**config.mk**
```make
export PLATFORM = sky130hd
export DESIGN_NAME = mc_control_fsm
export DESIGN_NICKNAME = d
export VERILOG_FILES = /design/src/rtl/mc_defines.sv /design/src/rtl/mc_wait_timer.sv /design/src/rtl/mc_control_fsm.sv
export SDC_FILE = /design/constraint.sdc
export NUM_CORES = 1
export LEC_CHECK = 0
export CAP_MARGIN = 15
export CORE_MARGIN = 1.5
export CORE_UTILIZATION = 40
export CTS_CLUSTER_SIZE = 10
export DETAILED_ROUTE_END_ITERATION = 7
export PLACE_DENSITY = 0.78
export SLEW_MARGIN = 20
export SYNTH_ARGS = -nofsm -noshare
export SYNTH_HDL_FRONTEND = slang
export SYNTH_HIERARCHICAL = 1
export SYNTH_SLANG_ARGS = --single-unit
export TNS_END_PERCENT = 50
```
**constraint.sdc**
```tcl
create_clock -name clk -period 4.2 [get_ports clk]
set_input_delay 1.26 -clock clk [delete_from_list [all_inputs] [get_ports clk]]
set_output_delay 1.26 -clock clk [all_outputs]
set_load 0.01 [all_outputs]
```
**src/rtl/mc_defines.sv**
```systemverilog
// Shared encodings for the multi-cycle control unit: states, instruction fields,
// ALU operations, datapath select codes and trap causes.
package mc_defines;

  localparam logic [3:0] S_FETCH    = 4'd0;
  localparam logic [3:0] S_DECODE   = 4'd1;
  localparam logic [3:0] S_EXEC_R   = 4'd2;
  localparam logic [3:0] S_EXEC_I   = 4'd3;
  localparam logic [3:0] S_MEM_ADDR = 4'd4;
  localparam logic [3:0] S_MEM_RD   = 4'd5;
  localparam logic [3:0] S_MEM_WR   = 4'd6;
  localparam logic [3:0] S_WB_R     = 4'd7;
  localparam logic [3:0] S_WB_I     = 4'd8;
  localparam logic [3:0] S_WB_MEM   = 4'd9;
  localparam logic [3:0] S_BRANCH   = 4'd10;
  localparam logic [3:0] S_JUMP     = 4'd11;
  localparam logic [3:0] S_HALT     = 4'd12;
  localparam logic [3:0] S_ERROR    = 4'd13;

  localparam logic [5:0] OP_RTYPE = 6'b000000;
  localparam logic [5:0] OP_LW    = 6'b100011;
  localparam logic [5:0] OP_SW    = 6'b101011;
  localparam logic [5:0] OP_ADDI  = 6'b001000;
  localparam logic [5:0] OP_BEQ   = 6'b000100;
  localparam logic [5:0] OP_J     = 6'b000010;
  localparam logic [5:0] OP_HALT  = 6'b111111;

  localparam logic [5:0] FN_ADD = 6'b100000;
  localparam logic [5:0] FN_SUB = 6'b100010;
  localparam logic [5:0] FN_AND = 6'b100100;
  localparam logic [5:0] FN_OR  = 6'b100101;
  localparam logic [5:0] FN_SLT = 6'b101010;

  localparam logic [3:0] ALU_ADD = 4'd0;
  localparam logic [3:0] ALU_SUB = 4'd1;
  localparam logic [3:0] ALU_AND = 4'd2;
  localparam logic [3:0] ALU_OR  = 4'd3;
  localparam logic [3:0] ALU_SLT = 4'd4;

  localparam logic [1:0] SRCA_PC  = 2'd0;
  localparam logic [1:0] SRCA_REG = 2'd1;

  localparam logic [1:0] SRCB_FOUR   = 2'd0;
  localparam logic [1:0] SRCB_REG    = 2'd1;
  localparam logic [1:0] SRCB_IMM    = 2'd2;
  localparam logic [1:0] SRCB_IMM_SH = 2'd3;

  localparam logic [1:0] PCSRC_ALU    = 2'd0;
  localparam logic [1:0] PCSRC_ALUOUT = 2'd1;
  localparam logic [1:0] PCSRC_JUMP   = 2'd2;

  localparam logic [1:0] TRAP_NONE    = 2'd0;
  localparam logic [1:0] TRAP_ILLEGAL = 2'd1;
  localparam logic [1:0] TRAP_TIMEOUT = 2'd2;

endpackage

```
**src/rtl/mc_wait_timer.sv**
```systemverilog
// Counts consecutive not-ready cycles of a memory wait state and flags the
// cycle in which the count would reach WAIT_MAX without a ready.
module mc_wait_timer #(
  parameter int WAIT_MAX = 15
) (
  input  logic clk,
  input  logic rst,
  input  logic waiting,
  input  logic ready,
  input  logic clear,
  output logic expired
);

  localparam int TW = (WAIT_MAX < 2) ? 1 : $clog2(WAIT_MAX);

  logic [TW-1:0] cnt_q;

  // A ready in the last allowed cycle wins over the timeout.
  assign expired = waiting && !ready && (cnt_q == TW'(WAIT_MAX - 1));

  always_ff @(posedge clk or posedge rst) begin
    if (rst) begin
      cnt_q <= '0;
    end else if (!waiting || ready || clear) begin
      cnt_q <= '0;
    end else begin
      cnt_q <= cnt_q + 1'b1;
    end
  end

endmodule

```
**src/rtl/mc_control_fsm.sv**
```systemverilog
// Multi-cycle CPU control unit: sequences fetch/decode/execute/memory/writeback,
// traps illegal instructions and memory timeouts, and keeps saturating counters.
module mc_control_fsm
  import mc_defines::*;
#(
  parameter int OPCODE_W = 6,
  parameter int FUNCT_W  = 6,
  parameter int ALU_OP_W = 4,
  parameter int WAIT_MAX = 15,
  parameter int CNT_W    = 32
) (
  input  logic                clk,
  input  logic                rst,
  input  logic [OPCODE_W-1:0] opcode,
  input  logic [FUNCT_W-1:0]  funct,
  input  logic                zero,
  input  logic                imem_ready,
  input  logic                dmem_ready,
  output logic                imem_req,
  output logic                dmem_req,
  output logic                dmem_we,
  output logic                pc_write,
  output logic                ir_write,
  output logic                reg_data_write,
  output logic                alu_out_write,
  output logic                mem_data_write,
  output logic                reg_write,
  output logic                reg_dst,
  output logic                mem_to_reg,
  output logic [1:0]          alu_src_a,
  output logic [1:0]          alu_src_b,
  output logic [1:0]          pc_src,
  output logic [ALU_OP_W-1:0] alu_op,
  output logic [3:0]          state,
  output logic                halted,
  output logic [1:0]          trap,
  output logic [CNT_W-1:0]    cycle_count,
  output logic [CNT_W-1:0]    inst_count
);

  logic [3:0]       state_q, state_d;
  logic [1:0]       trap_q;
  logic             halted_q;
  logic [CNT_W-1:0] cycle_q, inst_q;
  logic [3:0]       alu_op_c, funct_alu;
  logic             is_r, is_lw, is_sw, is_addi, is_beq, is_j, is_halt;
  logic             op_legal, funct_legal, insn_legal;
  logic             waiting, wait_ready, leaving, expired, retire, frozen;

  assign is_r    = (opcode == OPCODE_W'(OP_RTYPE));
  assign is_lw   = (opcode == OPCODE_W'(OP_LW));
  assign is_sw   = (opcode == OPCODE_W'(OP_SW));
  assign is_addi = (opcode == OPCODE_W'(OP_ADDI));
  assign is_beq  = (opcode == OPCODE_W'(OP_BEQ));
  assign is_j    = (opcode == OPCODE_W'(OP_J));
  assign is_halt = (opcode == OPCODE_W'(OP_HALT));
  assign op_legal = is_r | is_lw | is_sw | is_addi | is_beq | is_j | is_halt;

  always_comb begin
    funct_legal = 1'b1;
    funct_alu   = ALU_ADD;
    case (funct)
      FUNCT_W'(FN_ADD): funct_alu = ALU_ADD;
      FUNCT_W'(FN_SUB): funct_alu = ALU_SUB;
      FUNCT_W'(FN_AND): funct_alu = ALU_AND;
      FUNCT_W'(FN_OR):  funct_alu = ALU_OR;
      FUNCT_W'(FN_SLT): funct_alu = ALU_SLT;
      default:          funct_legal = 1'b0;
    endcase
  end

  // Instructions that will trap never load A/B or ALU-out, even in DECODE.
  assign insn_legal = op_legal && (!is_r || funct_legal);

  assign waiting    = (state_q == S_FETCH) || (state_q == S_MEM_RD) || (state_q == S_MEM_WR);
  assign wait_ready = (state_q == S_FETCH) ? imem_ready : dmem_ready;
  assign leaving    = (state_d != state_q);

  mc_wait_timer #(.WAIT_MAX(WAIT_MAX)) u_wait_timer (
    .clk     (clk),
    .rst     (rst),
    .waiting (waiting),
    .ready   (wait_ready),
    .clear   (leaving),
    .expired (expired)
  );

  always_comb begin
    state_d        = state_q;
    imem_req       = 1'b0;
    dmem_req       = 1'b0;
    dmem_we        = 1'b0;
    pc_write       = 1'b0;
    ir_write       = 1'b0;
    reg_data_write = 1'b0;
    alu_out_write  = 1'b0;
    mem_data_write = 1'b0;
    reg_write      = 1'b0;
    reg_dst        = 1'b0;
    mem_to_reg     = 1'b0;
    alu_src_a      = SRCA_PC;
    alu_src_b      = SRCB_FOUR;
    pc_src         = PCSRC_ALU;
    alu_op_c       = ALU_ADD;
    case (state_q)
      S_FETCH: begin
        imem_req = 1'b1;
        if (expired) begin
          state_d = S_ERROR;
        end else if (imem_ready) begin
          ir_write = 1'b1;
          pc_write = 1'b1;
          state_d  = S_DECODE;
        end
      end
      S_DECODE: begin
        reg_data_write = insn_legal;
        alu_out_write  = insn_legal;
        alu_src_b      = SRCB_IMM_SH;
        if (is_r)               state_d = S_EXEC_R;
        else if (is_lw | is_sw) state_d = S_MEM_ADDR;
        else if (is_addi)       state_d = S_EXEC_I;
        else if (is_beq)        state_d = S_BRANCH;
        else if (is_j)          state_d = S_JUMP;
        else if (is_halt)       state_d = S_HALT;
        else                    state_d = S_ERROR;
      end
      S_EXEC_R: begin
        alu_src_a = SRCA_REG;
        alu_src_b = SRCB_REG;
        alu_op_c  = funct_alu;
        if (funct_legal) begin
          alu_out_write = 1'b1;
          state_d       = S_WB_R;
        end else begin
          state_d = S_ERROR;
        end
      end
      S_WB_R: begin
        reg_write = 1'b1;
        reg_dst   = 1'b1;
        state_d   = S_FETCH;
      end
      S_EXEC_I, S_MEM_ADDR: begin
        alu_src_a     = SRCA_REG;
        alu_src_b     = SRCB_IMM;
        alu_out_write = 1'b1;
        if (state_q == S_EXEC_I) state_d = S_WB_I;
        else                     state_d = is_sw ? S_MEM_WR : S_MEM_RD;
      end
      S_WB_I: begin
        reg_write = 1'b1;
        state_d   = S_FETCH;
      end
      S_MEM_RD: begin
        dmem_req = 1'b1;
        if (expired) begin
          state_d = S_ERROR;
        end else if (dmem_ready) begin
          mem_data_write = 1'b1;
          state_d        = S_WB_MEM;
        end
      end
      S_MEM_WR: begin
        dmem_req = 1'b1;
        dmem_we  = 1'b1;
        if (expired)         state_d = S_ERROR;
        else if (dmem_ready) state_d = S_FETCH;
      end
      S_WB_MEM: begin
        reg_write  = 1'b1;
        mem_to_reg = 1'b1;
        state_d    = S_FETCH;
      end
      S_BRANCH: begin
        alu_src_a = SRCA_REG;
        alu_src_b = SRCB_REG;
        alu_op_c  = ALU_SUB;
        pc_src    = PCSRC_ALUOUT;
        pc_write  = zero;
        state_d   = S_FETCH;
      end
      S_JUMP: begin
        pc_src   = PCSRC_JUMP;
        pc_write = 1'b1;
        state_d  = S_FETCH;
      end
      S_HALT, S_ERROR: ;
      default: state_d = S_ERROR;
    endcase
  end

  assign alu_op = ALU_OP_W'(alu_op_c);

  always_comb begin
    retire = 1'b0;
    case (state_q)
      S_WB_R, S_WB_I, S_WB_MEM, S_BRANCH, S_JUMP: retire = 1'b1;
      S_MEM_WR: retire = (state_d == S_FETCH);
      S_DECODE: retire = (state_d == S_HALT);
      default:  retire = 1'b0;
    endcase
  end

  assign frozen = (state_q == S_HALT) || (state_q == S_ERROR);

  always_ff @(posedge clk or posedge rst) begin
    if (rst) begin
      state_q  <= S_FETCH;
      trap_q   <= TRAP_NONE;
      halted_q <= 1'b0;
      cycle_q  <= '0;
      inst_q   <= '0;
    end else begin
      state_q <= state_d;
      if (state_d == S_ERROR && state_q != S_ERROR)
        trap_q <= expired ? TRAP_TIMEOUT : TRAP_ILLEGAL;
      if (state_d == S_HALT || state_d == S_ERROR)
        halted_q <= 1'b1;
      if (!frozen && cycle_q != '1)
        cycle_q <= cycle_q + 1'b1;
      if (retire && inst_q != '1)
        inst_q <= inst_q + 1'b1;
    end
  end

  assign state       = state_q;
  assign trap        = trap_q;
  assign halted      = halted_q;
  assign cycle_count = cycle_q;
  assign inst_count  = inst_q;

endmodule

```
; ---- Word level (Yosys, flattened, before mapping)
; Index checks and enable logic that the tools add are counted.
[totals]
romBits = 0
ram_bits = 0
latchBits = 0
ff_bits = 75
elab_cells = 117
n_memories = 0
[op_classes]
reduce_logical = 28
bitwise = 7
multipliers = 0
n_lt_le_gt_ge = 0
mux = 42
shifts = 0
add_sub_neg = 3
div_mod_pow = 0
eq_ne = 31
[ops]
columns = cell, count
row1 = $add A32 B1 Y32 const B, 2
row2 = $ne A32 B32 Y1 const B, 2
row3 = $eq A6 B6 Y1 const B, 8
row4 = $mux W4, 12
row5 = $eq A4 B4 Y1 const B, 9
row6 = $pmux W4 S8, 1
row7 = $mux W1, 18
row8 = $eq A4 B3 Y1 const B, 4
row9 = $pmux W3 S4, 1
row10 = $reduce_or A5 Y1, 2
row11 = $pmux W1 S3, 3
row12 = $eq A4 B2 Y1 const B, 2
row13 = $logic_not A4 Y1, 2
row14 = $pmux W4 S2, 1
row15 = $reduce_or A2 Y1, 4
row16 = $logic_or A1 B1 Y1, 7
row17 = $or A1 B1 Y1, 7
row18 = $eq A6 B2 Y1 const B, 1
row19 = $eq A6 B3 Y1 const B, 1
row20 = $eq A6 B4 Y1 const B, 1
row21 = $logic_and A1 B1 Y1, 6
row22 = $logic_not A6 Y1, 1
row23 = $mux W3, 2
row24 = $pmux W2 S3, 1
row25 = other kinds (9), 13

; ---- Logic depth before layout (Yosys ltp)
[logic_depth]
word_depth = 11
depth_mapped = 15
depth_no_buf = 14

; ---- Modules after synthesis
; Netlist, hierarchy kept.
[by_module_without_submodules]
columns = module, seq_area_each_um2, area_each_um2, cells_each, instances
row1 = mc_control_fsm, 1776.7, 4065.1, 404, 1
row2 = mc_wait_timer, 100.1, 211.5, 19, 1

; ---- Worst setup path before layout
; OpenSTA, ideal clock, no wires.
[synth_path]
path_type = register to output
startpoint = register state_q[1] (netlist: state[1])
endpoint = output port pc_write
arrival_time_ns = 2.678
path_buffers = 1
required_ns = 2.940
setup_slack_ns = 0.262
path_stages_with_launch = 10
path_cell_list = dfrtp_1 > clkbuf_1 > inv_1 > nand2_1 > nor3_1 > mux2_2 > nor3b_1 > inv_1 > and3_1 > a211o_1
[synth_via]
elab_chain_cells = 7
elab_cells_between_ends = 13
classes_between = 4 x eq/ne / 3 x mux / 6 x reduce/logical
[synth_rtl]
columns = item, line
row1 = start: declaration, mc_control_fsm.sv:41  ; logic [3:0] state_q, state_d;
row2 = start signal: assignment, mc_control_fsm.sv:215  ; state_q <= state_d;
row3 = $logic_not A4 Y1, mc_control_fsm.sv:76  ; assign wait_ready = (state_q == S_FETCH) ? imem_ready : dmem_ready;
row4 = $mux W1, mc_control_fsm.sv:76
row5 = via wait_ready, mc_control_fsm.sv:48  ; logic waiting, wait_ready, leaving, expired, retire, frozen;
row6 = $logic_not A1 Y1, mc_wait_timer.sv:19  ; assign expired = waiting && !ready && (cnt_q == TW'(WAIT_MAX - 1));
row7 = $logic_and A1 B1 Y1 (2 in series), mc_wait_timer.sv:19
row8 = via expired, mc_control_fsm.sv:48
row9 = $mux W1, mc_control_fsm.sv:108  ; if (expired) begin
row10 = $pmux W1 S3, mc_control_fsm.sv:105  ; case (state_q)
row11 = end: declaration, mc_control_fsm.sv:22  ; output logic pc_write,
; The timed path passes the listed nets, and every way through them passes these cells.

; ---- Worst setup path in the final report
[layout_path]
startpoint = input port opcode[5]
endpoint = output port alu_out_write
[layout_via]
elab_chain_cells = 9
elab_cells_between_ends = 17
classes_between = 6 x eq/ne / 1 x mux / 6 x bitwise / 4 x reduce/logical
[layout_rtl]
columns = item, line
row1 = start: declaration, mc_control_fsm.sv:14  ; input logic [OPCODE_W-1:0] opcode,
row2 = $eq A6 B6 Y1 / $logic_not A6 Y1 (equally long branches), "mc_control_fsm.sv:51, mc_control_fsm.sv:50"
row3 = $or A1 B1 Y1 (6 in series), mc_control_fsm.sv:57  ; assign op_legal = is_r | is_lw | is_sw | is_addi | is_beq | is_j | is_halt;
row4 = $logic_and A1 B1 Y1 (*), mc_control_fsm.sv:73  ; assign insn_legal = op_legal && (!is_r || funct_legal);
row5 = $pmux W1 S3 (*), mc_control_fsm.sv:105
row6 = end: declaration, mc_control_fsm.sv:25  ; output logic alu_out_write,
; Mark *: on every way between the ends. The rest lies on a longest branch, timed or not.

==> out/qor.csv <==
stage,metric,value,unit
status,status,"complete, no violations",
drt,DRC,0,
critical_path,CP cell instances,dlygate4sd2_1 -> or3_4 -> or3_4 -> o311a_1 -> or2_4 -> buf_6,
timing,final period utilization,99.79,%
timing,Slew HR,38.17,%
synthesis,Mapped Avg Cell Area,10.11,sq um
timing,Fin Hold WS,0.4867,ns
global_route,first-pass GRT wire length,18150,microns
drt,1st-iter DRT viols,152,
clock_tree,"Clk Latency, worst-skew pair",0.34,ns
placement,hpwl dp,7819,microns
clock_tree,H-tree Lvls,3,
pwr,Comb power frac,44.5,%
finish,n_diodes,0,
floorplanning,Initial Util,41.24,%
floorplanning,Die H,106.4,microns
critical_path,delay of the slowest cell on the worst path,0.39,ns
critical_path,Crit Path Max Fanout,2,
synthesis,ys flop type,dfrtp_1,
timing,setup tns final,0,ns
clock_tree,CTS Buf Count,9,
placement,I/O Buffers,106,
synthesis,Mapped Cells,423,
global_route,vias in the first global route,3872,
clock_tree,clock-pin transition on the worst setup and hold timing paths,0.08,ns
finish,Finished Cell Area,6000,sq um
timing,unrepaired setup endpoints after global routing,yes,
pwr,Max rail drop VDD,341.7,uV
placement,routability cong.,0.8397,
finish,layout cells sized above 1,18.31,%
global_route,GR peak layer,met2,
timing,Layout Skew,0.01307,ns
global_route,largest net degree at the start of global routing,72,
critical_path,Worst Path Required,2.94,ns
synthesis,most common cell in the netlist,dfrtp_1,
clock_tree,CTS Root Buffer Type,clkbuf_8,
synthesis,number of flops mapped to enable cells by yosys,0,
pwr,PwrDens,496.0,nW/um^2
critical_path,CP Launch Type,primary input,
clock_tree,Sink Count,75,
global_route,GR Util All Layers,19.53,%
synthesis,"Async S/R FF share, synth",100.0,%
pwr,Net Sw Frac,36.25,%
drt,DR vias/cell,5.391,
global_route,met3 Use GR,2.943,%
pwr,clock power share,22.9,%
clock_tree,TritonCTS clock tree,done,
finish,Final nets,585,
placement,Post-DP Area,5729,sq um
timing,Worst-Margin Slew,0.9275,ns
floorplanning,Die X,106.4,microns
critical_path,Slowest cell on crit path,or3_4,
pwr,Seq pwr share,32.6,%
clock_tree,Hold Buf Count CTS,0,
synthesis,largest area contributor in the netlist,dfrtp_1,
synthesis,combined area of all synthesized cells,4277,sq um
pwr,Int Power,1.897,mW
clock_tree,Longest Clk Path Bufs,2,
timing,Max Slew Vio Count,0,
global_route,total gr overflow,0,
critical_path,critical path type,primary input to output port,
global_route,GRT met1 Usage,24.86,%
finish,fill cell count,899,
finish,Area Growth Syn to Fin,40.29,%
hold_path,worst hold path class,register to register,
floorplanning,# rows,37,
drt,Avg WL per Cell,15.28,microns
flow_run,max-cap violation count,0,
synthesis,Seq cells post-synth,75,
pwr,switching power,1.079,mW
global_route,GRT met2 Usage,33.59,%
floorplanning,die footprint,11320,sq um
drt,drt first pass iters,4,
drt,remaining antenna violation count,0,
drt,DRT Wirelength,10760,microns
floorplanning,Ports,109,
critical_path,crit path capture type,output port,
drt,DR vias,3795,
synthesis,area share of the largest cell type after synthesis,43.89,%
synthesis,register area share after synthesis,43.89,%
timing,final hold violations,0,
timing,# setup viols final,0,
timing,min Tclk post-route,4.191,ns
critical_path,"Arr. time, crit path",2.93,ns
pwr,P_leak,2.370,nW
synthesis,Post-synth top cells,"75 x dfrtp_1, 35 x nand3_1, 34 x xor2_1",
synthesis,Yosys cell types,60,
global_route,initial antenna violation count,0,
timing,maximum clock frequency,238.6,MHz
synthesis,dominant cells by area after synthesis,"dfrtp_1 44%, xor2_1 7.0%, xnor2_1 6.1%",
critical_path,Crit path top cell by count,or3_4,
synthesis,Ys Warns,6,
floorplanning,Core Footprint,10370,sq um
## cells by family after synthesis
| kind of cell | Yosys count | share of synthesized area (%) |
|---|---|---|
| fa+ha+maj | 5 | 1.404 |
| other cells | 1 | 0.08769 |
| flops | 75 | 43.89 |
| buf+inv | 26 | 2.750 |
| mux | 7 | 1.814 |
| simple gates | 202 | 30.10 |
| xor+xnor | 64 | 13.11 |
| compound gates | 43 | 6.846 |
## final timing paths
check                                      startpoint                              end  slack, ns  cells past startpoint
hold reg to reg            cycle_count[6]$_DFFE_PP0P_       cycle_count[6]$_DFFE_PP0P_       0.49                      1
hold / removal             cycle_count[6]$_DFFE_PP0P_       cycle_count[6]$_DFFE_PP0P_       0.49                      1
setup / recovery                            opcode[5]                    alu_out_write      0.009                      6
min in group asynchronous                         rst  u_wait_timer/cnt_q[0]$_DFF_PP0_       1.14                      2
max in group asynchronous                         rst      cycle_count[17]$_DFFE_PP0P_       2.10                      3
setup reg to reg                   state[1]$_DFF_PP0_       inst_count[10]$_DFFE_PP0P_       0.70                     15
## sequential cells by signal, indices dropped and copies added (netlist names)
| name | count |
|---|---|
| state | 4 |
| inst_count | 32 |
| cycle_count | 32 |
| u_wait_timer/cnt_q | 4 |
| trap | 2 |
| halted | 1 |
## through the flow
step	setup slack, ns	util [%]	power, mW	std cells
after floorplan	0.2621	-	1.717	424
after global placement	-0.5293	55.25	2.254	688
after detailed placement	-0.6048	55.25	2.299	688
after CTS	-0.05705	57.88	3.004	704
after global routing	-0.04299	57.85	3.160	704
final	0.008745	57.85	2.976	704
## layer usage
| metal | up-vias | wire length [microns] |
|---|---|---|
| met2 | 124 | 5226 |
| met5 | - | 0 |
| met1 | 1854 | 4876 |
| met4 | 0 | 112 |
| met3 | 14 | 542 |
| li1 | 1803 | - |
## worst max-delay path: cells and delay by family
family                 cells  cell delay [ns]
AO/OA/AOI/OAI              1             0.32
buffers and inverters      2             0.37
AND/OR/NAND/NOR            3             0.99
## cell type report
cell class | instances | area [sq um] | share of cell area [%]
clock buffer | 11 | 151.4 | 2.523
clock inverter | 4 | 97.59 | 1.627
inverter | 10 | 37.54 | 0.6257
multi-input combinational | 323 | 2308 | 38.48
sequential | 75 | 1877 | 31.28
tap | 136 | 170.2 | 2.836
timing repair buffer | 145 | 1358 | 22.63
## repair_timing
item | 4_1_cts | 5_1_grt
resized for setup | 23 | 3
endpoints found under the hold margin | 0 | 0
setup buffers | 1 | 0
pin swaps | 3 | 1
endpoints found under the setup margin | 8 | 4
## power by group through the flow
stage	clock network (mW)	registers, mW	logic [mW]
6_report	0.682	0.971	1.32
5_1_grt	0.730	0.991	1.44
4_1_cts	0.704	0.971	1.33
3_5_place_dp	0	0.984	1.32
3_3_place_gp	0	0.975	1.28
2_1_floorplan	0	1.01	0.710
## cell usage in the layout, fill, tap and decap left out, types with 6 or more instances in the layout
cell type	synthesis	routed
nand4_1	21	21
nor2_1	30	30
nor4_2	6	6
nand2b_1	10	10
nand2_1	25	25
buf_4	2	38
nor3_2	15	15
clkbuf_8	0	11
nor3_1	9	9
clkdlybuf4s50_1	0	95
xnor2_1	30	30
dfrtp_1	75	75
xor2_1	34	34
and4_1	9	9
a21oi_1	10	10
and3_1	9	9
inv_1	9	8
dlygate4sd2_1	0	7
nand3_1	35	35
o21ai_0	9	8
Power figures use the tool's default switching activity.
